$ cat config.mk
export PLATFORM = sky130hd
export DESIGN_NAME = jt03_snd_fifo
export DESIGN_NICKNAME = d
export VERILOG_FILES = /design/src/rtl/jt03_snd_fifo.sv
export SDC_FILE = /design/constraint.sdc
export NUM_CORES = 1
export LEC_CHECK = 0
export BUFFER_PORTS_ARGS = -buffer_cell sky130_fd_sc_hd__buf_2
export CAP_MARGIN = 20
export CORE_MARGIN = 4
export CORE_UTILIZATION = 45
export CTS_CLUSTER_DIAMETER = 120
export DETAILED_ROUTE_END_ITERATION = 6
export PLACE_DENSITY = 0.77
export SLEW_MARGIN = 20
export SYNTH_ARGS = -nofsm -noshare
export SYNTH_HDL_FRONTEND = slang
export SYNTH_SLANG_ARGS = --single-unit
$ cat constraint.sdc
create_clock -name clk -period 3.1 [get_ports clk]
set_input_delay 0.62 -clock clk [delete_from_list [all_inputs] [get_ports clk]]
set_output_delay 0.62 -clock clk [all_outputs]
set_load 0.05 [all_outputs]
$ cat src/rtl/jt03_snd_fifo.sv
// Sample-rate output buffer behind the YM2203 accumulator: captures one signed
// sample per strobe and hands it to the audio sink over a FWFT valid/ready stream.
module jt03_snd_fifo #(
  parameter int AW    = 3,
  parameter int DROPW = 8
) (
  input  logic              clk,
  input  logic              rst,
  input  logic              clk_en,
  input  logic [15:0]       snd_in,
  input  logic              sample,
  input  logic              out_ready,
  output logic              out_valid,
  output logic [15:0]       out_data,
  output logic [AW:0]       level,
  output logic              full,
  output logic              overflow,
  output logic [DROPW-1:0]  drop_cnt
);

  localparam int DEPTH = 1 << AW;

  logic [15:0]   mem [DEPTH];
  logic [AW-1:0] wr_ptr;
  logic [AW-1:0] rd_ptr;
  logic          push_req;
  logic          pop;
  logic          accept;
  logic          drop;

  // level only reaches 2**AW when full, so its top bit alone marks full
  assign full      = level[AW];
  assign out_valid = |level;
  assign out_data  = out_valid ? mem[rd_ptr] : 16'd0;

  assign push_req = clk_en & sample & ~rst;
  assign pop      = out_valid & out_ready;
  assign accept   = push_req & (~full | pop);
  assign drop     = push_req & full & ~pop;

  // Storage is left unreset so it can map onto RAM; only the pointers matter
  always_ff @(posedge clk) begin
    if (accept) mem[wr_ptr] <= snd_in;
  end

  always_ff @(posedge clk) begin
    if (rst) begin
      wr_ptr   <= '0;
      rd_ptr   <= '0;
      level    <= '0;
      overflow <= 1'b0;
      drop_cnt <= '0;
    end else begin
      if (accept) wr_ptr <= wr_ptr + 1'b1;
      if (pop)    rd_ptr <= rd_ptr + 1'b1;
      case ({accept, pop})
        2'b10:   level <= level + 1'b1;
        2'b01:   level <= level - 1'b1;
        default: level <= level;
      endcase
      if (drop) begin
        overflow <= 1'b1;
        if (drop_cnt != '1) drop_cnt <= drop_cnt + 1'b1;
      end
    end
  end

endmodule

# [Word level (Yosys, flattened, before mapping)]
# Memories as Yosys holds them, arrays and structs flattened. A register that Yosys moved wholly into a read port is not among the register bits.
# Cells that the tools add are included.
[totals] regBits=19 mem_bits_rw=128 input_bits=21 out_inout_bits=31 word_cells=33 n_memories=1
[op_classes] n_addsub=5 eq_ne=3 muxes=6 bitwise=10 reduce_logical=3
[mem_list] memory="mem" depth=8 word_bits=16 read_ports=1 rd_clocked_by_memory_dff=1 write_ports=1 line_no="23" text="logic [15:0] mem [DEPTH];"
[op_table] op="two-way mux 16 bit" n=1
[op_table] op="adder 8 x 1 -> 8 bit (second input constant)" n=1
[op_table] op="!= test 8 bit (second input constant)" n=1
[op_table] op="one-hot mux 4 bit (2 select lines)" n=1
[op_table] op="adder 3 x 1 -> 3 bit (second input constant)" n=2
[op_table] op="bitwise AND 1 bit" n=6
[op_table] op="two-way mux 3 bit" n=2
[op_table] op="adder 4 x 1 -> 4 bit (second input constant)" n=1
[op_table] op="OR reduction 4 bit" n=1
[op_table] op="subtractor 4 x 1 -> 4 bit (second input constant)" n=1
[op_table] op="NOT 1 bit" n=3
[op_table] op="== test 2 x 1 -> 1 bit (second input constant)" n=1
[op_table] op="== test 2 bit (second input constant)" n=1
[op_table] op="two-way mux 1 bit" n=2
[op_table] op="AND reduction 2 bit" n=1
[op_table] op="nonzero test 2 bit" n=1
[op_table] op="OR 1 bit" n=1

# [Depth between registers and ports, before layout]
# Gate-level depths: netlist (run 1).
[depth] word_depth=6 mapped_depth=12 ltp_nobuf=10

# [Worst setup path before layout (run 1)]
# No wires, ideal clock.
[synth_path] kind="input port to flip-flop" from="input rst" to="memory mem[0][0] (enable)" setup_ps=409 arrival_time_ps=2635 t_required_ps=2691 setup_slack_ps=56 stages=6 cell_sequence="buf_6 and3b_1 buf_6 nand2_1 or2_2 nor3_1"
[synth_between] elab_chain_cells=5
[synth_lines] element="start: declaration" line_no="8" text="input logic rst,"
[synth_lines] element="NOT 1 bit" line_no="36" text="assign push_req = clk_en & sample & ~rst;"
[synth_lines] element="bitwise AND 1 bit" line_no="36"
[synth_lines] element="bitwise AND 1 bit" line_no="38" text="assign accept = push_req & (~full | pop);"
[synth_lines] element="two-way mux 1 bit" line_no="43" text="if (accept) mem[wr_ptr] <= snd_in;"
[synth_lines] element="two-way mux 1 bit (implied by the code)" line_no="43"
[synth_lines] element="end: declaration" line_no="23"
# Every way passes these cells.

==> results.md, run 1 <==
* Final hold viol count at 0
* Initial core utilization at 0.465
* Clock group share of total power at 0.336
* DRT Pass-1 Iters at 4
* # setup viols final at 0
* Clock Path Buffers at 2
* Global-route wire length before repair at 17,400 µm
* Crit path buffers/inverters at 2
* Sequential share of power at 0.393
* Post-synth EDFFs at 128
* Run status: completed
* Combinational Power Share at 0.271
* CTS root buf: clkbuf_16
* Normalized max-slew margin at 0.686
* Setup TNS at 0 ns
* Area delta synth->final at 17.7%
* Syn Area/Cell at about 18 µm²
* Clock sinks at 150
* Crit-path max cell delay at about 0.55 ns
* Post-route insts no fill at 575
* VDD IR-drop max at 0.000644 V
* Commonest non-fill, non-tap cell in the layout: edfxtp_1
* DRT iter0 DRCs at 281
* Pre-CTS WS at 0.263 ns
* Seq/Total Area, Yosys at 0.721
* Lkg Pwr at 2.37 nW
* Placement Cell Area at 6420 µm²
* Async SR Flop Fraction at 0
* RSZ-0062 raised after global routing: no
* Worst slew pin tran at 0.470 ns
* Synth Instances at 326
* Top FF cell, synth: edfxtp_1
* Die Area at 15,100 µm²
* Maximum clock frequency at 0.378 GHz
* DR vias/cell at 5.36
* Clock skew at 0.00934 ns
* Clock transition at path regs at about 0.06 ns
* WL per Instance at 19.0 µm
* CP Capture Type: primary output
* Syn nets at 353
* Vias in the first global route at 3,334
* Critical path type: reg -> out
* Layout cells sized above 1 at 0.330
* Critical path arrival at 2.02 ns
* Die width at 123 µm
* Vias post-DR at about 3,100
* FF+latch count, synth at 150
* Pwr dens at 829 nW/µm²
* Switching power total at 1.91 mW
* Max Cap Viol at 0
* Max Slew Vio Count at 0
* Pin count of the biggest net entering global routing at 33
* Worst path cell trace: buf_12 > mux4_2 > mux2i_1 > nor2_1 > buf_2
* Startpoint types: register
* Grt total ovfl at 0
* Initial antenna violation count at 0
* Post-synth cell types at 38
* Slowest stage cell, crit path: mux4_2
* Worst path required time at 2.48 ns
* CTS tree: built
* Routability Congestion at around 0.83
* Post-DP HPWL at 6380 µm
* Tcrit/Tclk final at 0.853
* Residual DRC count at 0
* Antenna viol nets, final at 0
* Synthesized area at 5940 µm²
* Number of CTS-inserted buffers at 17
* Yosys warns at 0
* Switching share of power at 0.330
* Power Total at 5.80 mW
* PortBufs at 51
* Nets at 417
* CTS H-tree lvls at 4
* Hold Path Class: in -> reg
* Die H at 123 µm
* Latest clock arrival within the worst-skew pair at 0.42 ns
* Setup repair bufs after CTS at 0
* Core ar. at roughly 13,000 µm²
* Fin Hold WS at 0.469 ns
* Final WS setup at 0.456 ns
* Num ports at 52
* Routed WL at around 11,000 µm
* Commonest non-fill, non-tap cells in the layout: edfxtp_1 (128), buf_2 (51), nor2_1 (33), mux4_2 (32), dfxtp_1 (21)
* Antenna diodes at 0
* CTS Hold Buffers Added at 0
* CP top delay family: multiplexers
* Crit Path Max Fanout at 32
* Internal power at roughly 3.9 mW
* Row count at 41
* Post-CTS Resized at 0
* Fin crit period at 2.64 ns
* Design area at 6990 µm²
* Flop2flop setup slack at 0.59 ns
* GRT Util Overall at 0.159
* Final Util at 0.547
* Dpl cells at approximately 540
==> layer usage <==
layer / up-vias / wire (µm) / track usage
li1: 1420 / - / -
met1: 1573 / 4550 / 0.194
met2: 83 / 5670 / 0.268
met3: 6 / 640 / 0.0594
met4: 0 / 74 / 0.0427
met5: - / 0 / 0
==> cell usage after synthesis (3+ instances only) <==
cell | n | area, µm²
edfxtp_1 | 128 | 3840
nor2_1 | 33 | 124
mux4_2 | 32 | 721
dfxtp_1 | 22 | 440
mux2i_1 | 20 | 200
nand3_1 | 9 | 45.0
a21oi_1 | 8 | 40.0
nand2_1 | 8 | 30.0
clkbuf_1 | 7 | 26.3
buf_2 | 6 | 30.0
ha_1 | 6 | 75.1
xor2_1 | 6 | 52.6
o21ai_0 | 5 | 25.0
buf_6 | 3 | 33.8
nand2b_1 | 3 | 18.8
or3_1 | 3 | 18.8
==> layout make-up <==
| class | instances | area, µm² |
|---|---|---|
| inverters | 3 | 11.3 |
| well taps | 172 | 215 |
| flip-flops and latches | 150 | 4290 |
| multi-input cells | 155 | 1550 |
| clock buffers | 17 | 425 |
| fillers | 984 | 5780 |
| repair buffers | 63 | 358 |
| clock inverters | 15 | 145 |
==> state kept, by name, summed over array words and instances, names as in the netlist, named ones only <==
register / flops
drop_cnt: 8
level: 4
wr_ptr: 3
mem: 128
overflow: 1
rd_ptr: 3
==> final timing paths <==
path,endpoint,cells after the start,startpoint
max reg2reg,level[2],10,level[3]
min reg2reg,overflow,1,overflow
max,out_data[10],5,register
min,mem[4][9],1,snd_in[9]
==> power groups by stage <==
stage	registers, mW	clock network (mW)	logic, mW
4_1_cts	2.28	1.99	1.60
2_1_floorplan	2.36	0	1.19
5_1_grt	2.28	2.09	1.67
3_5_place_dp	2.32	0	1.59
6_report	2.28	1.95	1.57
3_3_place_gp	2.32	0	1.56
==> cell families after synthesis <==
group	after synthesis	share of synthesized area
compound gates	20	0.0230
xor+xnor	7	0.0103
fa+ha+maj	6	0.0126
buf+inv	21	0.0190
flops	150	0.721
mux	52	0.155
simple gates	70	0.0588
==> worst reg2reg max path: stages, from the launching register on <==
cell and delay, ns:
dfxtp_1 0.38, nor4_4 0.37, inv_2 0.09, and2_1 0.23
ha_1 0.30, xor2_1 0.17, ha_1 0.18, a21oi_1 0.14
xor2_1 0.09, or3_1 0.32, a21oi_1 0.15
No activity file was read; power rests on OpenSTA's default activity.
==> run 2, diff against run 1 <==
--- a/config.mk
+++ b/config.mk
@@ -8,10 +8,10 @@
 export BUFFER_PORTS_ARGS = -buffer_cell sky130_fd_sc_hd__buf_2
 export CAP_MARGIN = 20
 export CORE_MARGIN = 4
-export CORE_UTILIZATION = 45
+export CORE_UTILIZATION = 53
 export CTS_CLUSTER_DIAMETER = 120
 export DETAILED_ROUTE_END_ITERATION = 6
-export PLACE_DENSITY = 0.77
+export PLACE_DENSITY = 0.87
 export SLEW_MARGIN = 20
 export SYNTH_ARGS = -nofsm -noshare
 export SYNTH_HDL_FRONTEND = slang
==> constraint.sdc (replaced) <==
create_clock -name clk -period 2.2 [get_ports clk]
set_input_delay 0.44 -clock clk [delete_from_list [all_inputs] [get_ports clk]]
set_output_delay 0.44 -clock clk [all_outputs]
set_load 0.05 [all_outputs]
==> run 2 against run 1 <==
  * Register-to-register slack worse by 0.56 ns
  * Combinational power up 65%
  * Critical path depth unchanged
  * Global-route usage up 4.0 points
  * Via count up 4.0%
  * Core utilization up 13 points
  * The flow now finishes with violations (setup timing)
  * Sequential share of layout area down 2.6 points
==> results.md, run 2 (synthesis results as in run 1) <==
* Run status: finished with violations
* Violated checks: setup timing
* CTS Hold Buffers Added at 0
* Final Util at 0.673
* Post-DP HPWL at 7590 µm
* Largest register FFs at 128
* Normalized max-slew margin at 0.753
* CP Capture Type: primary output
* Switching power total at about 2.8 mW
* Crit Path Max Fanout at 15
* Sequential share of power at 0.378
* Worst Hold Launch: snd_in[7]
* Routed WL at 11,900 µm
* Max Slew Vio Count at 0
* Antenna viol nets, final at 0
* Fin Hold WS at 0.190 ns
* Placement Cell Area at between 6000 and 7000 µm²
* Largest reg by FF count: mem
* Critical path arrival at just over 2 ns
* CTS tree: built
* Die Area at 13,000 µm²
* Switching share of power at 0.322
* Number of CTS-inserted buffers at 17
* DR vias/cell at 5.74
* Global-route wire length before repair at between 15,000 and 20,000 µm
* Initial core utilization at 0.546
* Die width at 114 µm
* Hold Path Class: in -> reg
* Fillers at 677
* Fin crit period at 2.51 ns
* Antenna diodes at 0
* Dpl cells at roughly 530
* Pin count of the biggest net entering global routing at 19
* CTS root buf: clkbuf_8
* Reg area at 4300 µm²
* Worst slew pin tran at ~0.37 ns
* Largest regs: mem x128, drop_cnt x8, level x4
* Startpoint types: register
* Vias in the first global route at about 3,400
* Clock sinks at 150
* Clock Path Buffers at 2
* GRT Util Overall at 0.199
* Initial antenna violation count at 0
* Combinational Power Share at 0.301
* Worst path required time at 1.76 ns
* Commonest non-fill, non-tap cells in the layout: edfxtp_1 (128), buf_2 (35), mux4_2 (32), nor2_1 (30), buf_4 (21)
* Lkg Pwr at roughly 2.5 nW
* Row count at 38
* Design area at 7330 µm²
* Vias post-DR at 3,206
* Tcrit/Tclk final at 1.14
* Layout cells sized above 1 at 0.391
* RSZ-0062 raised after global routing: yes
* Critical path type: reg -> out
* DRT iter0 DRCs at between 200 and 300
* PortBufs at 51
* Internal power at 5.82 mW
* Max Cap Viol at 0
* Grt total ovfl at 0
* Latest clock arrival within the worst-skew pair at around 0.53 ns
* Clock group share of total power at 0.321
* Num ports at 52
* Commonest non-fill, non-tap cell in the layout: edfxtp_1
* Critical R2R Launch: level[1]
* Nets at 433
* Pwr dens at 1170 nW/µm²
* # setup viols final at 16
* VDD IR-drop max at roughly 0.00071 V
* WL per Instance at 21.3 µm
* Area delta synth->final at 23.4%
* Post-route insts no fill at 559
* Core ar. at 10,900 µm²
* Maximum clock frequency at roughly 0.40 GHz
* Routability Congestion at roughly 0.8
* Clock transition at path regs at 0.06 ns
* Residual DRC count at 0
* Clock skew at 0.00608 ns
* Die H at approximately 110 µm
* DRT Pass-1 Iters at 4
* Area of the multi-input gates at 1610 µm²
* CTS H-tree lvls at 4
* Final hold viol count at 0
* Final WS setup at -0.308 ns
-- run 2: cell type report --
| class | instances | share of cell area |
|---|---|---|
| Inverter | 3 | 0.00188 |
| Clock buffer | 18 | 0.0570 |
| Sequential cell | 150 | 0.587 |
| Tap cell | 140 | 0.0239 |
| Multi-Input combinational cell | 155 | 0.220 |
| Timing Repair Buffer | 79 | 0.0891 |
| Clock inverter | 14 | 0.0210 |
-- run 2: through the flow --
step	total power [mW]	worst slack (ns)	TNS (ns)
2_1_floorplan	5.10	-0.310	-2.57
3_3_place_gp	5.57	0.0653	0
3_5_place_dp	5.63	-0.00762	-0.00762
4_1_cts	8.62	-0.326	-4.44
5_1_grt	8.91	-0.386	-5.44
6_report	8.58	-0.308	-3.86
-- run 2: power by group through the flow --
stage	Clock (mW)	Sequential, mW	Combinational (mW)
floorplan	0	3.34	1.76
global placement	0	3.29	2.28
detailed placement	0	3.30	2.33
CTS	2.79	3.24	2.59
global route	2.94	3.25	2.73
finish	2.76	3.24	2.59
-- run 2: per-layer routing --
metal  vias to the layer above  global-route usage  share of wire
met1                      1648               0.257           0.41
li1                       1449                   -              -
met3                        12              0.0504          0.051
met2                        97               0.332           0.53
met5                         -                   0              0
met4                         0              0.0657          0.012
-- run 2: repair_timing --
item / in CTS / in global routing
setup endpoints to repair: 16 / 18
endpoints found under the hold margin: 0 / 0
buffers inserted: 0 / 2
resized for setup: 34 / 3
pin swaps: 0 / 2
-- run 2: critical path: stages, from the launching register on --
cell     delay, ns
dfxtp_4       0.37
buf_12        0.18
mux4_2        0.54
mux2i_2       0.20
nor2_1        0.08
buf_6         0.16
-- run 2: path summary, 6_finish.rpt --
kind                               endpoint  slack [ns]  depth (start not counted)
worst max-delay path            out_data[2]       -0.31                          5
worst min-delay path              mem[2][7]        0.19                          1
worst max register to register     level[2]        0.03                         10
worst min register to register  drop_cnt[6]        0.50                          2
==> run 3, diff against run 2 <==
==> config.mk (replaced) <==
export PLATFORM = sky130hd
export DESIGN_NAME = jt03_snd_fifo
export DESIGN_NICKNAME = d
export VERILOG_FILES = /design/src/rtl/jt03_snd_fifo.sv
export SDC_FILE = /design/constraint.sdc
export NUM_CORES = 1
export LEC_CHECK = 0
export CAP_MARGIN = 20
export CORE_ASPECT_RATIO = 1.75
export CORE_MARGIN = 4
export CORE_UTILIZATION = 56
export CTS_CLUSTER_DIAMETER = 120
export DETAILED_ROUTE_END_ITERATION = 6
export DONT_BUFFER_PORTS = 1
export PLACE_DENSITY = 0.86
export SLEW_MARGIN = 20
export SYNTH_ARGS = -nofsm -noshare
export SYNTH_HDL_FRONTEND = slang
export SYNTH_SLANG_ARGS = --single-unit
==> run 3 against run 2 <==
  * The flow still finishes with violations (setup timing)
  * Die area shrank 4.5%
  * Clock power grew 24%
  * Sequential share of layout area shrank 0.98 points
  * Critical path depth grew 1
  * Largest cell class unchanged
  * Largest power group is now clock
==> results.md, run 3 (synthesis results as in run 1) <==
* Run status: finished with violations
* Violated checks: setup timing
* DR vias/cell at 6.24
* VDD IR-drop max at around 0.0012 V
* DRT Pass-1 Iters at 5
* Crit Path Max Fanout at 6
* Residual DRC count at 0
* Latest clock arrival within the worst-skew pair at 0.41 ns
* Largest register FFs at 128
* Sequential share of power at 0.336
* Maximum clock frequency at 0.406 GHz
* Grt total ovfl at 0
* Crit path buffers/inverters at 3
* GRT Util Overall at 0.226
* Clock Path Buffers at 2
* Normalized max-slew margin at 0.627
* CTS root buf: clkbuf_16
* Vias in the first global route at about 3,500
* CTS tree: built
* Post-DP HPWL at 7470 µm
* Critical path arrival at 2.02 ns
* Die H at 144 µm
* Startpoint types: register
* Global-route wire length before repair at 19,900 µm
* Core ar. at 10,300 µm²
* Largest regs: mem x128, drop_cnt x8, level x4
* Combinational Power Share at 0.307
* Final WS setup at -0.261 ns
* Most frequent CP cell: buf_12
* Die Area at 12,400 µm²
* Commonest non-fill, non-tap cells in the layout: edfxtp_1 (128), mux4_2 (32), nor2_1 (30), buf_4 (26)
* Antenna viol nets, final at 0
* Clock group share of total power at 0.357
* Number of CTS-inserted buffers at 17
* Switching share of power at 0.290
* Nets at 409
* DRT iter0 DRCs at 304
* Commonest non-fill, non-tap cell in the layout: edfxtp_1
* Final hold viol count at 0
* CTS H-tree lvls at 4
* Routability Congestion at 0.752
* Largest reg by FF count: mem
* Row count at 49
* RSZ-0062 raised after global routing: yes
* Initial antenna violation count at 0
* CP top delay family: multiplexers
* Hold Path Class: in -> reg
* Reg area at 4300 µm²
* Die width at 85.9 µm
* Internal power at 6.81 mW
* Setup TNS at -2.89 ns
* # setup viols final at 16
* Slowest stage cell, crit path: mux4_2
* Power Total at 9.59 mW
* Initial core utilization at 0.577
* Tcrit/Tclk final at 1.12
* Pwr dens at 1290 nW/µm²
* CP Capture Type: primary output
* Layout cells sized above 1 at 0.358
* Routed WL at around 13,000 µm
* Area delta synth->final at 25.5%
* PortBufs at 0
* Worst path required time at between 1.5 and 2 ns
* Vias post-DR at 3,253
* WL per Instance at 25.1 µm
* Antenna diodes at 0
* Clock skew at approximately 0.0068 ns
* Worst slew pin tran at 0.559 ns
* Area of the multi-input gates at 1640 µm²
* Critical path type: reg -> out
* Fillers at around 570
* Crit-path max cell delay at between 0.5 and 0.6 ns
* Fin crit period at roughly 2.5 ns
* Lkg Pwr at 2.48 nW
* Max Cap Viol at 0
* Max Slew Vio Count at 0
* Num ports at 52
* Clock transition at path regs at 0.06 ns
* Pin count of the biggest net entering global routing at 33
* Switching power total at 2.78 mW
* Clock sinks at 150
* Worst path cell trace: buf_12 > buf_12 > mux4_2 > mux2i_2 > nor2_1 > buf_6
## run 3: power by group through the flow
stage	Clock [mW]	Sequential [mW]	Combinational, mW
floorplan	0	3.34	1.76
global placement	0	3.27	2.37
detailed placement	0	3.27	2.41
CTS	3.45	3.22	2.85
global route	3.61	3.23	3.10
finish	3.43	3.22	2.94
## run 3: final timing paths
kind | slack, ns | cells after the start | start | endpoint
min | 0.08 | 1 | rst | level[2]
max | -0.26 | 6 | register | out_data[2]
max reg2reg | 0.01 | 10 | level[3] | level[2]
min reg2reg | 0.51 | 2 | wr_ptr[0] | wr_ptr[0]
## run 3: layout make-up
type	count	share of cell area
multi-input cells	155	0.219
inverters	3	0.00185
clock inverters	14	0.0376
repair buffers	55	0.0856
clock buffers	17	0.0571
well taps	127	0.0213
flip-flops and latches	150	0.577
## run 3: repair_timing
item / 4_1_cts / 5_1_grt
cloned: 3 / 1
endpoints found under the setup margin: 17 / 18
gates resized for setup: 23 / 6
hold buffers: 0 / 0
pin swaps: 2 / 6
setup buffers: 5 / 4
## run 3: metrics by stage
step	instance area (µm²)	hold WS (ns)	util	cells	worst slack (ns)
2_1_floorplan	6040	0.459	-	326	-0.310
3_3_place_gp	6490	0.466	0.630	479	0.104
3_5_place_dp	6490	0.500	0.630	479	0.0414
4_1_cts	7390	0.0706	0.718	517	-0.241
5_1_grt	7450	0.0655	0.724	521	-0.310
6_report	7450	0.0847	0.724	521	-0.261
## run 3: routing by layer
layer | up-vias | track usage | share of wire | wire, µm
li1 | 1395 | - | - | -
met1 | 1668 | 0.232 | 0.32 | 4250
met2 | 156 | 0.423 | 0.59 | 7710
met3 | 34 | 0.0656 | 0.059 | 779
met4 | 0 | 0.0942 | 0.028 | 361
met5 | - | 0 | 0 | 0
